`config.mk`:
```
export PLATFORM = sky130hd
export DESIGN_NAME = decode_stage
export DESIGN_NICKNAME = d
export VERILOG_FILES = /design/src/rtl/decode_stage.sv
export SDC_FILE = /design/constraint.sdc
export NUM_CORES = 1
export LEC_CHECK = 0
export BUFFER_PORTS_ARGS = -buffer_cell sky130_fd_sc_hd__clkbuf_2
export CAP_MARGIN = 20
export CORE_AREA = 3 3 138 140
export CTS_CLUSTER_SIZE = 25
export DETAILED_ROUTE_END_ITERATION = 10
export DIE_AREA = 0 0 141 143
export GPL_TIMING_DRIVEN = 0
export PLACE_DENSITY = 0.81
export SLEW_MARGIN = 25
export SYNTH_ARGS = -nofsm -noshare
export SYNTH_HDL_FRONTEND = slang
export SYNTH_SLANG_ARGS = --single-unit
```
`constraint.sdc`:
```
create_clock -name clk_i -period 8.11 [get_ports clk_i]
set_input_delay 1.2165 -clock clk_i [delete_from_list [all_inputs] [get_ports clk_i]]
set_output_delay 1.2165 -clock clk_i [all_outputs]
set_load 0.005 [all_outputs]
```
`src/rtl/decode_stage.sv`:
```
// decode_stage
// ------------
// Single-entry RV32I decode stage between fetch and execute. An instruction
// is taken from the fetch valid/ready channel and decoded into immediate, ALU
// op and control flags. Register file operands are captured in the same cycle,
// and everything is presented on the execute channel one cycle later. While
// execute stalls, the held instruction keeps its operands current by snooping
// the register file write port.
//
// Ports
//   clk_i, rst_i                  clock, asynchronous active-high reset
//   fetch_valid_i/fetch_ready_o   upstream handshake
//   fetch_pc_i, fetch_instruction_i
//   rs1_address_o, rs2_address_o  register file read addresses (combinational)
//   rs1_data_i, rs2_data_i        register file read data (already bypassed)
//   writeback_enable_i/address_i/data_i  snoop of the register file write port
//   flush_i                       drop held and incoming instruction
//   execute_valid_o/execute_ready_i      downstream handshake
//   execute_pc_o, execute_instruction_o, execute_rs1_data_o,
//   execute_rs2_data_o, execute_immediate_o, execute_rd_address_o,
//   execute_alu_op_o, execute_use_immediate_o, execute_write_enable_o,
//   execute_illegal_o             registered decode results
//
// Configuration
//   NEBULA_DECODE_ILLEGAL_CHECK_EN  when defined, flags words that are not one
//   of the eleven RV32I base opcodes (or lack the 2'b11 length bits) as illegal
//   and suppresses their register write. Otherwise execute_illegal_o is 0.

module decode_stage #(
  parameter logic [31:0] NopInstruction = 32'h0000_0013
) (
  input  logic        clk_i,
  input  logic        rst_i,
  input  logic        fetch_valid_i,
  output logic        fetch_ready_o,
  input  logic [31:0] fetch_pc_i,
  input  logic [31:0] fetch_instruction_i,
  output logic [4:0]  rs1_address_o,
  output logic [4:0]  rs2_address_o,
  input  logic [31:0] rs1_data_i,
  input  logic [31:0] rs2_data_i,
  input  logic        writeback_enable_i,
  input  logic [4:0]  writeback_address_i,
  input  logic [31:0] writeback_data_i,
  input  logic        flush_i,
  output logic        execute_valid_o,
  input  logic        execute_ready_i,
  output logic [31:0] execute_pc_o,
  output logic [31:0] execute_instruction_o,
  output logic [31:0] execute_rs1_data_o,
  output logic [31:0] execute_rs2_data_o,
  output logic [31:0] execute_immediate_o,
  output logic [4:0]  execute_rd_address_o,
  output logic [3:0]  execute_alu_op_o,
  output logic        execute_use_immediate_o,
  output logic        execute_write_enable_o,
  output logic        execute_illegal_o
);

  localparam logic [6:0] OpcodeLui     = 7'b0110111;
  localparam logic [6:0] OpcodeAuipc   = 7'b0010111;
  localparam logic [6:0] OpcodeJal     = 7'b1101111;
  localparam logic [6:0] OpcodeJalr    = 7'b1100111;
  localparam logic [6:0] OpcodeBranch  = 7'b1100011;
  localparam logic [6:0] OpcodeLoad    = 7'b0000011;
  localparam logic [6:0] OpcodeStore   = 7'b0100011;
  localparam logic [6:0] OpcodeOpImm   = 7'b0010011;
  localparam logic [6:0] OpcodeOp      = 7'b0110011;
  localparam logic [6:0] OpcodeMiscMem = 7'b0001111;
  localparam logic [6:0] OpcodeSystem  = 7'b1110011;

  logic [6:0]  opcode;
  logic [2:0]  funct3;
  logic [4:0]  rd;
  logic [31:0] imm_i;
  logic [31:0] imm_s;
  logic [31:0] imm_b;
  logic [31:0] imm_u;
  logic [31:0] imm_j;

  logic        dec_known;
  logic        dec_write_class;
  logic [31:0] dec_immediate;
  logic [3:0]  dec_alu_op;
  logic        dec_use_immediate;
  logic        dec_write_enable;

  logic        accept;
  logic        hold;
  logic        snoop_rs1;
  logic        snoop_rs2;

  // Register file addresses come straight from the fetch word so the read
  // data is ready by the time the word is accepted.
  assign rs1_address_o = fetch_instruction_i[19:15];
  assign rs2_address_o = fetch_instruction_i[24:20];

  assign fetch_ready_o = !execute_valid_o || execute_ready_i;
  assign accept        = fetch_valid_i && fetch_ready_o && !flush_i;
  assign hold          = execute_valid_o && !execute_ready_i;

  assign opcode = fetch_instruction_i[6:0];
  assign funct3 = fetch_instruction_i[14:12];
  assign rd     = fetch_instruction_i[11:7];

  assign imm_i = {{20{fetch_instruction_i[31]}}, fetch_instruction_i[31:20]};
  assign imm_s = {{20{fetch_instruction_i[31]}}, fetch_instruction_i[31:25],
                  fetch_instruction_i[11:7]};
  assign imm_b = {{19{fetch_instruction_i[31]}}, fetch_instruction_i[31],
                  fetch_instruction_i[7], fetch_instruction_i[30:25],
                  fetch_instruction_i[11:8], 1'b0};
  assign imm_u = {fetch_instruction_i[31:12], 12'b0};
  assign imm_j = {{11{fetch_instruction_i[31]}}, fetch_instruction_i[31],
                  fetch_instruction_i[19:12], fetch_instruction_i[20],
                  fetch_instruction_i[30:21], 1'b0};

  // Opcode classification and immediate selection for the incoming word.
  always_comb begin
    dec_known       = 1'b0;
    dec_write_class = 1'b0;
    dec_immediate   = 32'b0;
    unique case (opcode)
      OpcodeLui, OpcodeAuipc: begin
        dec_known       = 1'b1;
        dec_write_class = 1'b1;
        dec_immediate   = imm_u;
      end
      OpcodeJal: begin
        dec_known       = 1'b1;
        dec_write_class = 1'b1;
        dec_immediate   = imm_j;
      end
      OpcodeJalr, OpcodeLoad, OpcodeOpImm: begin
        dec_known       = 1'b1;
        dec_write_class = 1'b1;
        dec_immediate   = imm_i;
      end
      OpcodeStore: begin
        dec_known     = 1'b1;
        dec_immediate = imm_s;
      end
      OpcodeBranch: begin
        dec_known     = 1'b1;
        dec_immediate = imm_b;
      end
      OpcodeOp: begin
        dec_known       = 1'b1;
        dec_write_class = 1'b1;
      end
      OpcodeMiscMem, OpcodeSystem: begin
        dec_known = 1'b1;
      end
      default: begin
        dec_known = 1'b0;
      end
    endcase
  end

  // Bit 30 only selects SUB/SRA for register ops and for the right-shift
  // immediates; elsewhere it is immediate payload and must not leak in.
  assign dec_alu_op = (opcode == OpcodeOp || (opcode == OpcodeOpImm && funct3 == 3'b101))
                      ? {fetch_instruction_i[30], funct3}
                      : {1'b0, funct3};

  // Unknown opcodes keep every enable low.
  assign dec_use_immediate = dec_known && (opcode != OpcodeOp) && (opcode != OpcodeBranch);

`ifdef NEBULA_DECODE_ILLEGAL_CHECK_EN
  logic dec_illegal;
  assign dec_illegal      = (fetch_instruction_i[1:0] != 2'b11) || !dec_known;
  assign dec_write_enable = dec_write_class && (rd != 5'd0) && !dec_illegal;
`else
  assign dec_write_enable = dec_write_class && (rd != 5'd0);
`endif

  // Snoop matches use the register fields of the held word, so a stalled
  // instruction never executes with stale operands.
  assign snoop_rs1 = hold && writeback_enable_i && (writeback_address_i != 5'd0) &&
                     (writeback_address_i == execute_instruction_o[19:15]);
  assign snoop_rs2 = hold && writeback_enable_i && (writeback_address_i != 5'd0) &&
                     (writeback_address_i == execute_instruction_o[24:20]);

  // Output register. Priority: reset, flush, accept, stall with snoop, drain.
  always_ff @(posedge clk_i or posedge rst_i) begin
    if (rst_i) begin
      execute_valid_o         <= 1'b0;
      execute_pc_o            <= 32'b0;
      execute_instruction_o   <= NopInstruction;
      execute_rs1_data_o      <= 32'b0;
      execute_rs2_data_o      <= 32'b0;
      execute_immediate_o     <= 32'b0;
      execute_rd_address_o    <= 5'b0;
      execute_alu_op_o        <= 4'b0;
      execute_use_immediate_o <= 1'b0;
      execute_write_enable_o  <= 1'b0;
    end else if (flush_i) begin
      execute_valid_o       <= 1'b0;
      execute_instruction_o <= NopInstruction;
    end else if (accept) begin
      execute_valid_o         <= 1'b1;
      execute_pc_o            <= fetch_pc_i;
      execute_instruction_o   <= fetch_instruction_i;
      execute_rs1_data_o      <= rs1_data_i;
      execute_rs2_data_o      <= rs2_data_i;
      execute_immediate_o     <= dec_immediate;
      execute_rd_address_o    <= rd;
      execute_alu_op_o        <= dec_alu_op;
      execute_use_immediate_o <= dec_use_immediate;
      execute_write_enable_o  <= dec_write_enable;
    end else if (hold) begin
      if (snoop_rs1) begin
        execute_rs1_data_o <= writeback_data_i;
      end
      if (snoop_rs2) begin
        execute_rs2_data_o <= writeback_data_i;
      end
    end else begin
      execute_valid_o <= 1'b0;
    end
  end

`ifdef NEBULA_DECODE_ILLEGAL_CHECK_EN
  // Illegal flag follows the same load/flush rules as the rest of the output.
  always_ff @(posedge clk_i or posedge rst_i) begin
    if (rst_i) begin
      execute_illegal_o <= 1'b0;
    end else if (flush_i) begin
      execute_illegal_o <= 1'b0;
    end else if (accept) begin
      execute_illegal_o <= dec_illegal;
    end
  end
`else
  assign execute_illegal_o = 1'b0;
`endif

endmodule

```
==> flow_summary.json <==
{
  "status": "completed",
  "cts_buffer_depth": 2,
  "antenna_cells": 0,
  "rows": 49,
  "h-tree-depth": 4,
  "antenna_found_initial": 0,
  "start_util": 0.493,
  "synth_area_um2": 8860,
  "clk_pin_slew_ns": 0.07,
  "ctsHoldBuffers": 0,
  "fin_cells": 1565,
  "core_area_um2": 18000,
  "synth-edff-count": 0,
  "portBuffers": 351,
  "drive_gt1_frac": 0.398,
  "die_h_um": 143,
  "placedCellCount": 1533,
  "fillers": 1523,
  "wl_um": 29600,
  "hold_viol": 0,
  "ys.flop_type": "dfrtp_1",
  "setup_tns_ns": 0,
  "drc_errors": 0,
  "dieArea_um2": 20200,
  "wl_per_cell_um": 18.9,
  "area_growth_pct": 29.9,
  "ant_nets": 0,
  "cp-start-kind": "input pin",
  "power.leakage_nw": 5.57,
  "cts_tree": "done",
  "ys_ff_latch": 172,
  "num_vias": 8521,
  "peakVddDrop_mv": 0.143,
  "cts_setup_buffers": 0,
  "finalClockSkew_ns": 0.00964,
  "post-synth-top-area-fraction": 0.477,
  "clock_sinks": 172,
  "totalPowerFinal_mw": 2.38,
  "dpl.hpwl_um": 22500,
  "cp_max_fo": 3,
  "setup_violations": 0,
  "arrival_ns": 1.74,
  "drt-pass1-iter-count": 5,
  "tightest_slew_ns": 0.725,
  "fmax_mhz": 338,
  "path_cells": "clkbuf_2 -> nor2b_1 -> inv_1 -> clkbuf_2",
  "cts_root_buffer": "clkbuf_16",
  "crit_path_end_kind": "output port",
  "synth_top_area_cell": "dfrtp_1",
  "ys_warn_count": 0,
  "grtUsageTotal": 0.290,
  "place.gp.congestion": 0.903,
  "nets": 1494,
  "crit_path_max_incr_delay_ns": 0.21,
  "async_flop_share": 1.00,
  "critical_path_class": "in2out",
  "power.density_nw_per_um2": 207,
  "clk-insertion-delay-late_ns": 0.42,
  "grt_pass1_wl_um": 46000,
  "die_w_um": 141,
  "post-place-ws_ns": 4.70,
  "max-cap-violations": 0,
  "synthCells": 952,
  "synth_cell_types": 45,
  "rsz0062_at_grt": "no",
  "synth.area.top_cells": "dfrtp_1, nor3_2, nand2_1",
  "drtIter0Drc": 565,
  "grt_max_degree": 90,
  "cts_resized": 0,
  "avgSynthCellArea_um2": 9.31,
  "ios": 355,
  "hold_class": "reg2reg",
  "grt_overflow": 0,
  "vias_per_cell": 5.44,
  "cts_buffers": 17,
  "grt_pass1_vias": 8524,
  "slew-limit-headroom": 0.515,
  "crit_required_ns": 6.89,
  "cpMostUsedCell": "clkbuf_2",
  "fin_ws_ns": 5.15,
  "period_share": 0.365,
  "crit_slowest_cell": "nor2b_1",
  "final-max-slew-violation-count": 0,
  "ys_seq_area_frac": 0.486,
  "synth_nets": 1123,
  "postLayoutCoreUtil": 0.641,
  "fin_crit_ns": 2.96
}
final timing paths:
check / from / to / slack, ns / cells past startpoint
max reg2reg: execute_valid_o / execute_immediate_o[20] / 5.60 / 7
max in group asynchronous: rst_i / execute_instruction_o[1] / 6.36 / 3
min in group asynchronous: rst_i / execute_pc_o[25] / 0.89 / 2
min reg2reg: execute_pc_o[20] / execute_pc_o[20] / 0.48 / 2
max: execute_ready_i / fetch_ready_o / 5.15 / 4
min: execute_pc_o[20] / execute_pc_o[20] / 0.48 / 2
cell type report:
cell class,count,area [um^2],area share
plain buffers,85,443,0.0385
clock buffers,20,447,0.0388
clock inverters,12,128,0.0111
inverters,4,22.5,0.00196
multi-input cells,691,4090,0.356
flip-flops and latches,172,4310,0.374
well taps,229,287,0.0249
repair buffers,352,1780,0.155
cell usage after synthesis (2+ instances only):
library cell	count
buf_4	13
nand2_1	211
buf_6	7
o21ai_0	5
a211oi_1	2
and2_1	2
xnor2_1	9
dfrtp_1	169
or4_1	3
or3_1	2
nand2b_1	66
clkbuf_1	46
buf_2	18
nor2_1	98
a21oi_1	39
nand4b_1	3
inv_1	4
dfstp_2	3
nand3_1	2
nor3_1	41
nand3b_1	4
a22o_1	16
a31oi_1	4
nor3_2	90
a211oi_2	11
o31ai_1	65
logic make-up (layout without fill, tap and decap cells):
group	after synthesis	count (layout)	synth area share
DFF	172	172	0.486
and+or+nand+nor	527	527	0.323
buffers and inverters	89	473	0.0517
xor gates and xnor gates	10	10	0.00989
AOI/OAI and AO/OA	153	153	0.129
other	1	1	0.000423
through the flow:
step                      hold slack (ns)  instance area, um^2
after floorplan                     0.470                 8860
after global placement              0.458                10900
after detailed placement            0.461                10900
after CTS                           0.479                11500
after global routing                0.503                11500
final                               0.480                11500
cells in the final DEF, fill, tap and decap left out, types with 4 or more instances in the layout:
cell type	n
a211oi_2	11
a21oi_1	39
a22o_1	16
a31oi_1	4
buf_2	18
buf_4	13
buf_6	7
clkbuf_1	48
clkbuf_16	17
clkbuf_2	351
dfrtp_1	169
inv_6	4
inv_8	4
nand2_1	211
nand2b_1	66
nand3b_1	4
nor2_1	98
nor3_1	41
nor3_2	90
o21ai_0	5
o31ai_1	65
xnor2_1	9
metal layers:
metal / part of all wire / GRT usage / vias up
met5: 0 / 0 / -
met4: 0.032 / 0.111 / 0
met3: 0.093 / 0.0770 / 71
met2: 0.49 / 0.490 / 401
met1: 0.39 / 0.360 / 4078
li1: - / - / 3971
registers in the layout (all words and copies together) (netlist names):
signal,count
execute_pc_o,32
execute_use_immediate_o,1
execute_alu_op_o,4
execute_valid_o,1
execute_instruction_o,32
execute_rs1_data_o,32
execute_rd_address_o,5
execute_write_enable_o,1
execute_immediate_o,32
execute_rs2_data_o,32
worst max-delay path: cells and delay by family:
kind                   cells  cell delay, ns
buffers and inverters      3            0.33
AND/OR/NAND/NOR            1            0.21
power breakdown:
group / switching (mW) / total [mW] / leakage [nW] / internal (mW)
Clock: 0.379 / 0.822 / 0.278 / 0.443
Sequential: 0.0783 / 1.05 / 2.15 / 0.969
Combinational: 0.281 / 0.510 / 3.14 / 0.229
Note: power is estimated with default switching activity, not from simulation.
